--- config.mk ---
export PLATFORM = sky130hd
export DESIGN_NAME = i2c_master_byte_flat
export DESIGN_NICKNAME = d
export VERILOG_FILES = /design/src/rtl/i2c_master_byte_if.sv /design/src/rtl/i2c_master_byte.sv /design/src/flat_wrapper.sv
export SDC_FILE = /design/constraint.sdc
export NUM_CORES = 1
export LEC_CHECK = 0
export BUFFER_PORTS_ARGS = -buffer_cell sky130_fd_sc_hd__buf_2
export CORE_ASPECT_RATIO = 0.8
export CORE_MARGIN = 3
export CORE_UTILIZATION = 38
export CTS_CLUSTER_SIZE = 40
export DETAILED_ROUTE_END_ITERATION = 8
export PLACE_DENSITY = 0.56
export SLEW_MARGIN = 20
export SYNTH_ARGS = -nofsm -noshare
export SYNTH_HDL_FRONTEND = slang
export SYNTH_SLANG_ARGS = --single-unit
export TNS_END_PERCENT = 100
--- constraint.sdc ---
create_clock -name clk -period 2.4 [get_ports clk]
set_clock_uncertainty 0.15 [all_clocks]
set_input_delay 0 -clock clk [delete_from_list [all_inputs] [get_ports clk]]
set_output_delay 0 -clock clk [all_outputs]
set_load 0.01 [all_outputs]
--- src/rtl/i2c_master_byte_if.sv ---
// Command/status and pad-level bundle of the single-byte I2C master.
// The master modport is the controller's view; the slave modport is the
// host/pad side that drives commands and pad levels.
interface i2c_master_byte_if;
    logic       start;
    logic       rw;
    logic [6:0] dev_addr;
    logic [7:0] reg_addr;
    logic [7:0] wdata;
    logic       busy;
    logic       done;
    logic [7:0] rdata;
    logic       ack_err;
    logic       scl_oen;
    logic       sda_oen;
    logic       scl_i;
    logic       sda_i;

    modport master (
        input  start, rw, dev_addr, reg_addr, wdata, scl_i, sda_i,
        output busy, done, rdata, ack_err, scl_oen, sda_oen
    );

    modport slave (
        output start, rw, dev_addr, reg_addr, wdata, scl_i, sda_i,
        input  busy, done, rdata, ack_err, scl_oen, sda_oen
    );
endinterface

--- src/rtl/i2c_master_byte.sv ---
// Single-register-access I2C master: write (ADDR_W, REG, WDATA) or read
// (ADDR_W, REG, repeated START, ADDR_R, RDATA). Every bit slot is four
// quarters of CLK_DIV clocks; the quarter counter freezes while a released
// SCL is held low by a slave (clock stretching). Pad enables are registered
// and released by the asynchronous reset.
module i2c_master_byte #(
    parameter int CLK_DIV = 25
) (
    input  logic              clk,
    input  logic              rst_n,
    i2c_master_byte_if.master bus
);
    typedef enum logic [2:0] {ST_IDLE, ST_START, ST_BYTE, ST_RSTART, ST_STOP} state_t;
    typedef enum logic [2:0] {SEQ_ADDR_W, SEQ_REG, SEQ_WDATA, SEQ_ADDR_R, SEQ_RDATA} seq_t;

    localparam logic [9:0] QMAX = 10'(CLK_DIV - 1);

    state_t     r_state;
    seq_t       r_seq;
    logic [9:0] r_qcnt;
    logic [2:0] r_q;        // quarter inside the current state / bit slot
    logic [3:0] r_bit;      // bit slot 0..8, slot 8 is the ACK slot
    logic [7:0] r_tx;       // outgoing byte, shifted left and refilled with 1s
    logic [7:0] r_rx;
    logic       r_ack;
    logic       r_rw;
    logic [6:0] r_dev;
    logic [7:0] r_reg;
    logic [7:0] r_wdata;
    logic       r_busy;
    logic       r_done;
    logic [7:0] r_rdata;
    logic       r_ack_err;
    logic       r_scl_oen;
    logic       r_sda_oen;

    logic       w_hold;
    logic       w_tick;
    state_t     w_eob_state;
    seq_t       w_eob_seq;
    logic [7:0] w_eob_tx;
    logic       w_eob_err;

    assign bus.busy    = r_busy;
    assign bus.done    = r_done;
    assign bus.rdata   = r_rdata;
    assign bus.ack_err = r_ack_err;
    assign bus.scl_oen = r_scl_oen;
    assign bus.sda_oen = r_sda_oen;

    // Quarter timing: freeze while our released SCL is still held low, tick at the last clock of a quarter.
    always_comb begin
        w_hold = r_scl_oen & ~bus.scl_i;
        w_tick = ~w_hold & (r_qcnt == QMAX);
    end

    // Decide what follows a completed byte: next byte, repeated START or STOP.
    always_comb begin
        w_eob_state = ST_STOP;
        w_eob_seq   = r_seq;
        w_eob_tx    = 8'hFF;
        w_eob_err   = 1'b0;
        if ((r_seq != SEQ_RDATA) && r_ack) begin
            w_eob_err = 1'b1;
        end else begin
            case (r_seq)
                SEQ_ADDR_W: begin
                    w_eob_state = ST_BYTE;
                    w_eob_seq   = SEQ_REG;
                    w_eob_tx    = r_reg;
                end
                SEQ_REG: begin
                    if (r_rw) begin
                        w_eob_state = ST_RSTART;
                        w_eob_seq   = SEQ_ADDR_R;
                        w_eob_tx    = {r_dev, 1'b1};
                    end else begin
                        w_eob_state = ST_BYTE;
                        w_eob_seq   = SEQ_WDATA;
                        w_eob_tx    = r_wdata;
                    end
                end
                SEQ_ADDR_R: begin
                    w_eob_state = ST_BYTE;
                    w_eob_seq   = SEQ_RDATA;
                    w_eob_tx    = 8'hFF;
                end
                default: w_eob_state = ST_STOP;
            endcase
        end
    end

    // Command FSM: accept, START, nine-slot bytes, repeated START, STOP, done pulse.
    always_ff @(posedge clk or negedge rst_n) begin
        if (!rst_n) begin
            r_state   <= ST_IDLE;
            r_seq     <= SEQ_ADDR_W;
            r_qcnt    <= 10'd0;
            r_q       <= 3'd0;
            r_bit     <= 4'd0;
            r_tx      <= 8'h00;
            r_rx      <= 8'h00;
            r_ack     <= 1'b0;
            r_rw      <= 1'b0;
            r_dev     <= 7'h00;
            r_reg     <= 8'h00;
            r_wdata   <= 8'h00;
            r_busy    <= 1'b0;
            r_done    <= 1'b0;
            r_rdata   <= 8'h00;
            r_ack_err <= 1'b0;
            r_scl_oen <= 1'b1;
            r_sda_oen <= 1'b1;
        end else begin
            r_done <= 1'b0;
            if (r_state == ST_IDLE) begin
                if (bus.start && bus.scl_i && bus.sda_i) begin
                    r_rw      <= bus.rw;
                    r_dev     <= bus.dev_addr;
                    r_reg     <= bus.reg_addr;
                    r_wdata   <= bus.wdata;
                    r_tx      <= {bus.dev_addr, 1'b0};
                    r_seq     <= SEQ_ADDR_W;
                    r_busy    <= 1'b1;
                    r_ack_err <= 1'b0;
                    r_qcnt    <= 10'd0;
                    r_q       <= 3'd0;
                    r_bit     <= 4'd0;
                    r_scl_oen <= 1'b1;
                    r_sda_oen <= 1'b0;
                    r_state   <= ST_START;
                end
            end else begin
                if (!w_hold) begin
                    r_qcnt <= (r_qcnt == QMAX) ? 10'd0 : r_qcnt + 10'd1;
                end
                if (w_tick) begin
                    case (r_state)
                        ST_START: begin
                            if (r_q == 3'd1) begin
                                r_state   <= ST_BYTE;
                                r_q       <= 3'd0;
                                r_bit     <= 4'd0;
                                r_scl_oen <= 1'b0;
                                r_sda_oen <= r_tx[7];
                            end else begin
                                r_q <= r_q + 3'd1;
                            end
                        end
                        ST_BYTE: begin
                            case (r_q)
                                3'd0: r_q <= 3'd1;
                                3'd1: begin
                                    r_q       <= 3'd2;
                                    r_scl_oen <= 1'b1;
                                end
                                3'd2: begin
                                    r_q <= 3'd3;
                                    if (r_bit == 4'd8) begin
                                        r_ack <= bus.sda_i;
                                    end else begin
                                        r_rx <= {r_rx[6:0], bus.sda_i};
                                    end
                                end
                                3'd3: begin
                                    r_q       <= 3'd0;
                                    r_scl_oen <= 1'b0;
                                    if (r_bit != 4'd8) begin
                                        r_bit     <= r_bit + 4'd1;
                                        r_sda_oen <= r_tx[6];
                                        r_tx      <= {r_tx[6:0], 1'b1};
                                    end else begin
                                        r_state   <= w_eob_state;
                                        r_seq     <= w_eob_seq;
                                        r_tx      <= w_eob_tx;
                                        r_bit     <= 4'd0;
                                        r_sda_oen <= (w_eob_state == ST_BYTE) ? w_eob_tx[7]
                                                                              : (w_eob_state == ST_RSTART);
                                        if (w_eob_err) begin
                                            r_ack_err <= 1'b1;
                                        end
                                        if (r_seq == SEQ_RDATA) begin
                                            r_rdata <= r_rx;
                                        end
                                    end
                                end
                                default: r_q <= 3'd0;
                            endcase
                        end
                        ST_RSTART: begin
                            if (r_q == 3'd5) begin
                                r_state   <= ST_BYTE;
                                r_q       <= 3'd0;
                                r_bit     <= 4'd0;
                                r_scl_oen <= 1'b0;
                                r_sda_oen <= r_tx[7];
                            end else begin
                                r_q <= r_q + 3'd1;
                                if (r_q == 3'd1) begin
                                    r_scl_oen <= 1'b1;
                                end
                                if (r_q == 3'd3) begin
                                    r_sda_oen <= 1'b0;
                                end
                            end
                        end
                        ST_STOP: begin
                            if (r_q == 3'd5) begin
                                r_state <= ST_IDLE;
                                r_q     <= 3'd0;
                                r_busy  <= 1'b0;
                                r_done  <= 1'b1;
                            end else begin
                                r_q <= r_q + 3'd1;
                                if (r_q == 3'd1) begin
                                    r_scl_oen <= 1'b1;
                                end
                                if (r_q == 3'd3) begin
                                    r_sda_oen <= 1'b1;
                                end
                            end
                        end
                        default: begin
                            r_state   <= ST_IDLE;
                            r_busy    <= 1'b0;
                            r_scl_oen <= 1'b1;
                            r_sda_oen <= 1'b1;
                        end
                    endcase
                end
            end
        end
    end
endmodule

--- src/flat_wrapper.sv ---
// flat-port wrapper written by rule: the top's interface ports become plain ports
module i2c_master_byte_flat 
#(
    parameter int CLK_DIV = 25
)
  (clk, rst_n, bus_start, bus_rw, bus_dev_addr, bus_reg_addr, bus_wdata, bus_scl_i, bus_sda_i, bus_busy, bus_done, bus_rdata, bus_ack_err, bus_scl_oen, bus_sda_oen);
  i2c_master_byte_if bus_i ();
  input  logic clk;
  input  logic rst_n;
  input wire logic [$bits(bus_i.start)-1:0] bus_start;
  input wire logic [$bits(bus_i.rw)-1:0] bus_rw;
  input wire logic [$bits(bus_i.dev_addr)-1:0] bus_dev_addr;
  input wire logic [$bits(bus_i.reg_addr)-1:0] bus_reg_addr;
  input wire logic [$bits(bus_i.wdata)-1:0] bus_wdata;
  input wire logic [$bits(bus_i.scl_i)-1:0] bus_scl_i;
  input wire logic [$bits(bus_i.sda_i)-1:0] bus_sda_i;
  output wire logic [$bits(bus_i.busy)-1:0] bus_busy;
  output wire logic [$bits(bus_i.done)-1:0] bus_done;
  output wire logic [$bits(bus_i.rdata)-1:0] bus_rdata;
  output wire logic [$bits(bus_i.ack_err)-1:0] bus_ack_err;
  output wire logic [$bits(bus_i.scl_oen)-1:0] bus_scl_oen;
  output wire logic [$bits(bus_i.sda_oen)-1:0] bus_sda_oen;
  assign bus_i.start = bus_start;
  assign bus_i.rw = bus_rw;
  assign bus_i.dev_addr = bus_dev_addr;
  assign bus_i.reg_addr = bus_reg_addr;
  assign bus_i.wdata = bus_wdata;
  assign bus_i.scl_i = bus_scl_i;
  assign bus_i.sda_i = bus_sda_i;
  assign bus_busy = bus_i.busy;
  assign bus_done = bus_i.done;
  assign bus_rdata = bus_i.rdata;
  assign bus_ack_err = bus_i.ack_err;
  assign bus_scl_oen = bus_i.scl_oen;
  assign bus_sda_oen = bus_i.sda_oen;
  i2c_master_byte #(.CLK_DIV(CLK_DIV)) u_core (.clk(clk), .rst_n(rst_n), .bus(bus_i));
endmodule
==> results.ini <==
[floorplan]
row_count=32
die_w_um=121.0
die_area_um2=11860
boundaryPins=42
die_h_um=98.03
core_area_um2=9970
initial_core_util_pct=40.35

[pwr]
power_per_cell_area_nw_per_um2=526.0
vdd_drop_max_v=0.0003907
p_leak_nw=2.613

[setup_path]
rr_startpoint=u_core.r_qcnt[0]
r2r_cells=7
cp.required_ns=2.47
r2r-end=u_core.r_rx[1]
crit_path_cell_trace=inv_2 > ha_4 > or4b_4 > or4_4 > nor3_4 > buf_12 > mux2_4
max_stage_delay_ns=0.50
startpoint=u_core.r_qcnt[0]
cpMaxStageDelayCell=or4_4
worstPathMaxFanout=8
rrSetupSlack_ns=-0.10
critPathCapture=u_core.r_rx[1]
critPathArrivalTime_ns=2.57
startpoint_type=flop
cp-end-kind=flop
worstSetupPathType=reg -> reg

[cts]
root_buffer=clkbuf_16
cts_buffers=9
cts_htree_levels=3
clk_latency_ns=0.34
clockBufferDepth=2
clkSinkCount=77
tritoncts=done
path_clk_slew_ns=0.07

[worst_hold_path]
min_path_type=in -> async

[yosys]
synthArstFlopShare_pct=100.0
synth_cells=431
synthTopCellsByArea=dfrtp_1 (47%), nand2_1 (9.7%), mux2_2 (5.6%), nor2_1 (2.5%), a21oi_1 (2.5%)
ys_seq_elements=77
synth_seq_area_share_pct=47.96
synth_top_flop_cell=dfrtp_1
synth_area_per_cell_um2=9.333
syn-cell-area_um2=4023
yosysWarningCount=0
synth_nets=465
synth_edf_count=0
synth_top_area_share_pct=46.66
synth_top_cell_by_area=dfrtp_1
synth_cell_types=59

[status]
outcome=complete, but fails checks
violations=negative setup slack

[sta]
fin_crit_ns=2.500
drv_slew=0
whs_ns=0.05519
slew_headroom_pct=58.34
fmax_ghz=0.3999
tightest_slew_ns=0.6211
final-hold-violation-count=0
rsz0062_at_grt=yes
worst_slack_ns=-0.1005
setup_violations=28
period_share_pct=104.2

[finish]
finalNonFillerCells=673
largest_register_ffs=10
regMostFlops=u_core.r_qcnt
stdcell_area_um2=5439
drive_gt1_share_pct=29.80
area_delta_synth_final_pct=35.21
num-nets-final=566
antenna_cells=0
post-route-util_pct=54.56
n_fill_cell=900

[routing]
vias_per_cell=5.202
wl_um=10650
firstDrtPassIters=4
top_layer=met4
routedWlPerCell_um=15.82
final_antenna_net_count=0
vias=3501
route.detailed.drc=0
drt_iter0_drc=276
drt-met1-wl_um=5222
wl_met3_um=573
wl_met2_um=4738

[global_routing]
overflow=0
grt_max_degree=46
grt_pass1_vias=3478
grtUsageTotal_pct=18.74
grt_antenna_before_repair=0
grt_first_pass_wirelength_um=17820

[place]
dp.cells=623
dpl-instance-area_um2=4632
place.gp.congestion=0.8672
pre_cts_slack_ns=-0.08335
port_buffers=41
hpwl_um=7043

[run]
cap_violations=0

[worst max-delay path, delay by kind of cell, from the launching register on]
kind | cells | cell delay [ns]
muxes | 1 | 0.30
buffers and inverters | 2 | 0.24
and+or+nand+nor | 3 | 1.17
adders and majority gates | 1 | 0.12
DFF | 1 | 0.39
[what timing repair did]
| action | in CTS | in global routing |
|---|---|---|
| resized for setup | 12 | 34 |
| buffers inserted | 3 | 4 |
| gates cloned | 0 | 1 |
| hold buffers | 26 | 0 |
| endpoints found under the setup margin | 20 | 42 |
| hold endpoints to repair | 110 | 0 |
| pin swaps | 2 | 7 |
[synth_stat cells, types with 3 or more instances]
library cell  instances
ha_1                  5
o211ai_1              4
a21o_1                3
nand2b_1              6
xor2_1                5
nand2_1             104
nand3_1               9
a31oi_1               5
a211oi_1              7
nor2b_1               3
nor3b_1               4
or2_2                 3
mux2i_1               9
nor3_1                7
o21ai_0              15
clkbuf_1             14
buf_1                 3
inv_1                13
nor2_1               27
and3_1                3
nand3b_1              3
nand4_1               3
mux2_2               20
o22ai_1               5
and2_1                3
o31ai_1               9
a21oi_1              20
or3_1                 4
dfrtp_1              75
[cells in the final DEF (no fill, tap or decap), types with 5 or more instances in the layout]
cell type      instances
nor2_1                25
mux2i_1                9
mux2_2                 8
a211oi_1               5
a21oi_1               19
o22ai_1                5
clkbuf_16              9
xor2_1                 5
a31oi_1                5
nand2b_1               6
buf_4                 39
buf_2                 40
dlygate4sd3_1         26
nand3_1                9
mux2_4                14
inv_1                 11
nand2_1              103
nor3_1                 5
o21ai_0               11
dfrtp_1               75
o31ai_2                5
[metal layers]
| metal | GRT usage (%) | up-vias |
|---|---|---|
| met3 | 4.111 | 13 |
| met4 | 5.139 | 0 |
| met5 | 0 | - |
| met2 | 27.37 | 79 |
| li1 | - | 1714 |
| met1 | 28.03 | 1695 |
[kinds of logic after synthesis]
group,share of synthesized area (%)
AO/OA/AOI/OAI,13.84
XOR/XNOR,1.524
adder cells (fa/ha/maj),1.555
buffers and inverters,3.048
flip-flops,47.96
multiplexers,8.398
AND/OR/NAND/NOR,23.67
[metrics by stage]
step / TNS [ns] / power (mW)
6_report: -1.239 / 2.861
5_1_grt: -3.581 / 2.963
4_1_cts: -0.9117 / 2.897
3_5_place_dp: -1.323 / 1.423
3_3_place_gp: -0.6661 / 1.421
2_1_floorplan: -0.5474 / 1.358
[area by class of cell]
class,count,area (µm²),share of cell area [%]
inverter,13,48.80,0.8972
clock inverter,7,87.58,1.610
clock buffer,9,225.2,4.141
sequential,77,1929,35.47
timing repair buffer,109,828.3,15.23
tap,136,170.2,3.129
multi-input combinational,322,2150,39.52
[worst min-delay path by stage]
stage	depth (start not counted)	endpoint	start	slack, ns
2_1_floorplan	0	u_core.bus.ack_err	rst_n	-0.45
3_3_place_gp	1	u_core.r_bit[1]	rst_n	-0.1
3_5_place_dp	1	u_core.bus.ack_err	rst_n	-0.1
4_1_cts	2	u_core.bus.busy	rst_n	0.08
5_1_grt	2	u_core.bus.busy	rst_n	0.10
6_report	2	u_core.bus.busy	rst_n	0.06
[power by group]
group	switching, mW	internal, mW
registers	0.0100	1.31
clock network	0.599	0.831
logic	0.0521	0.0580
Note: power is estimated with default switching activity, not from simulation.
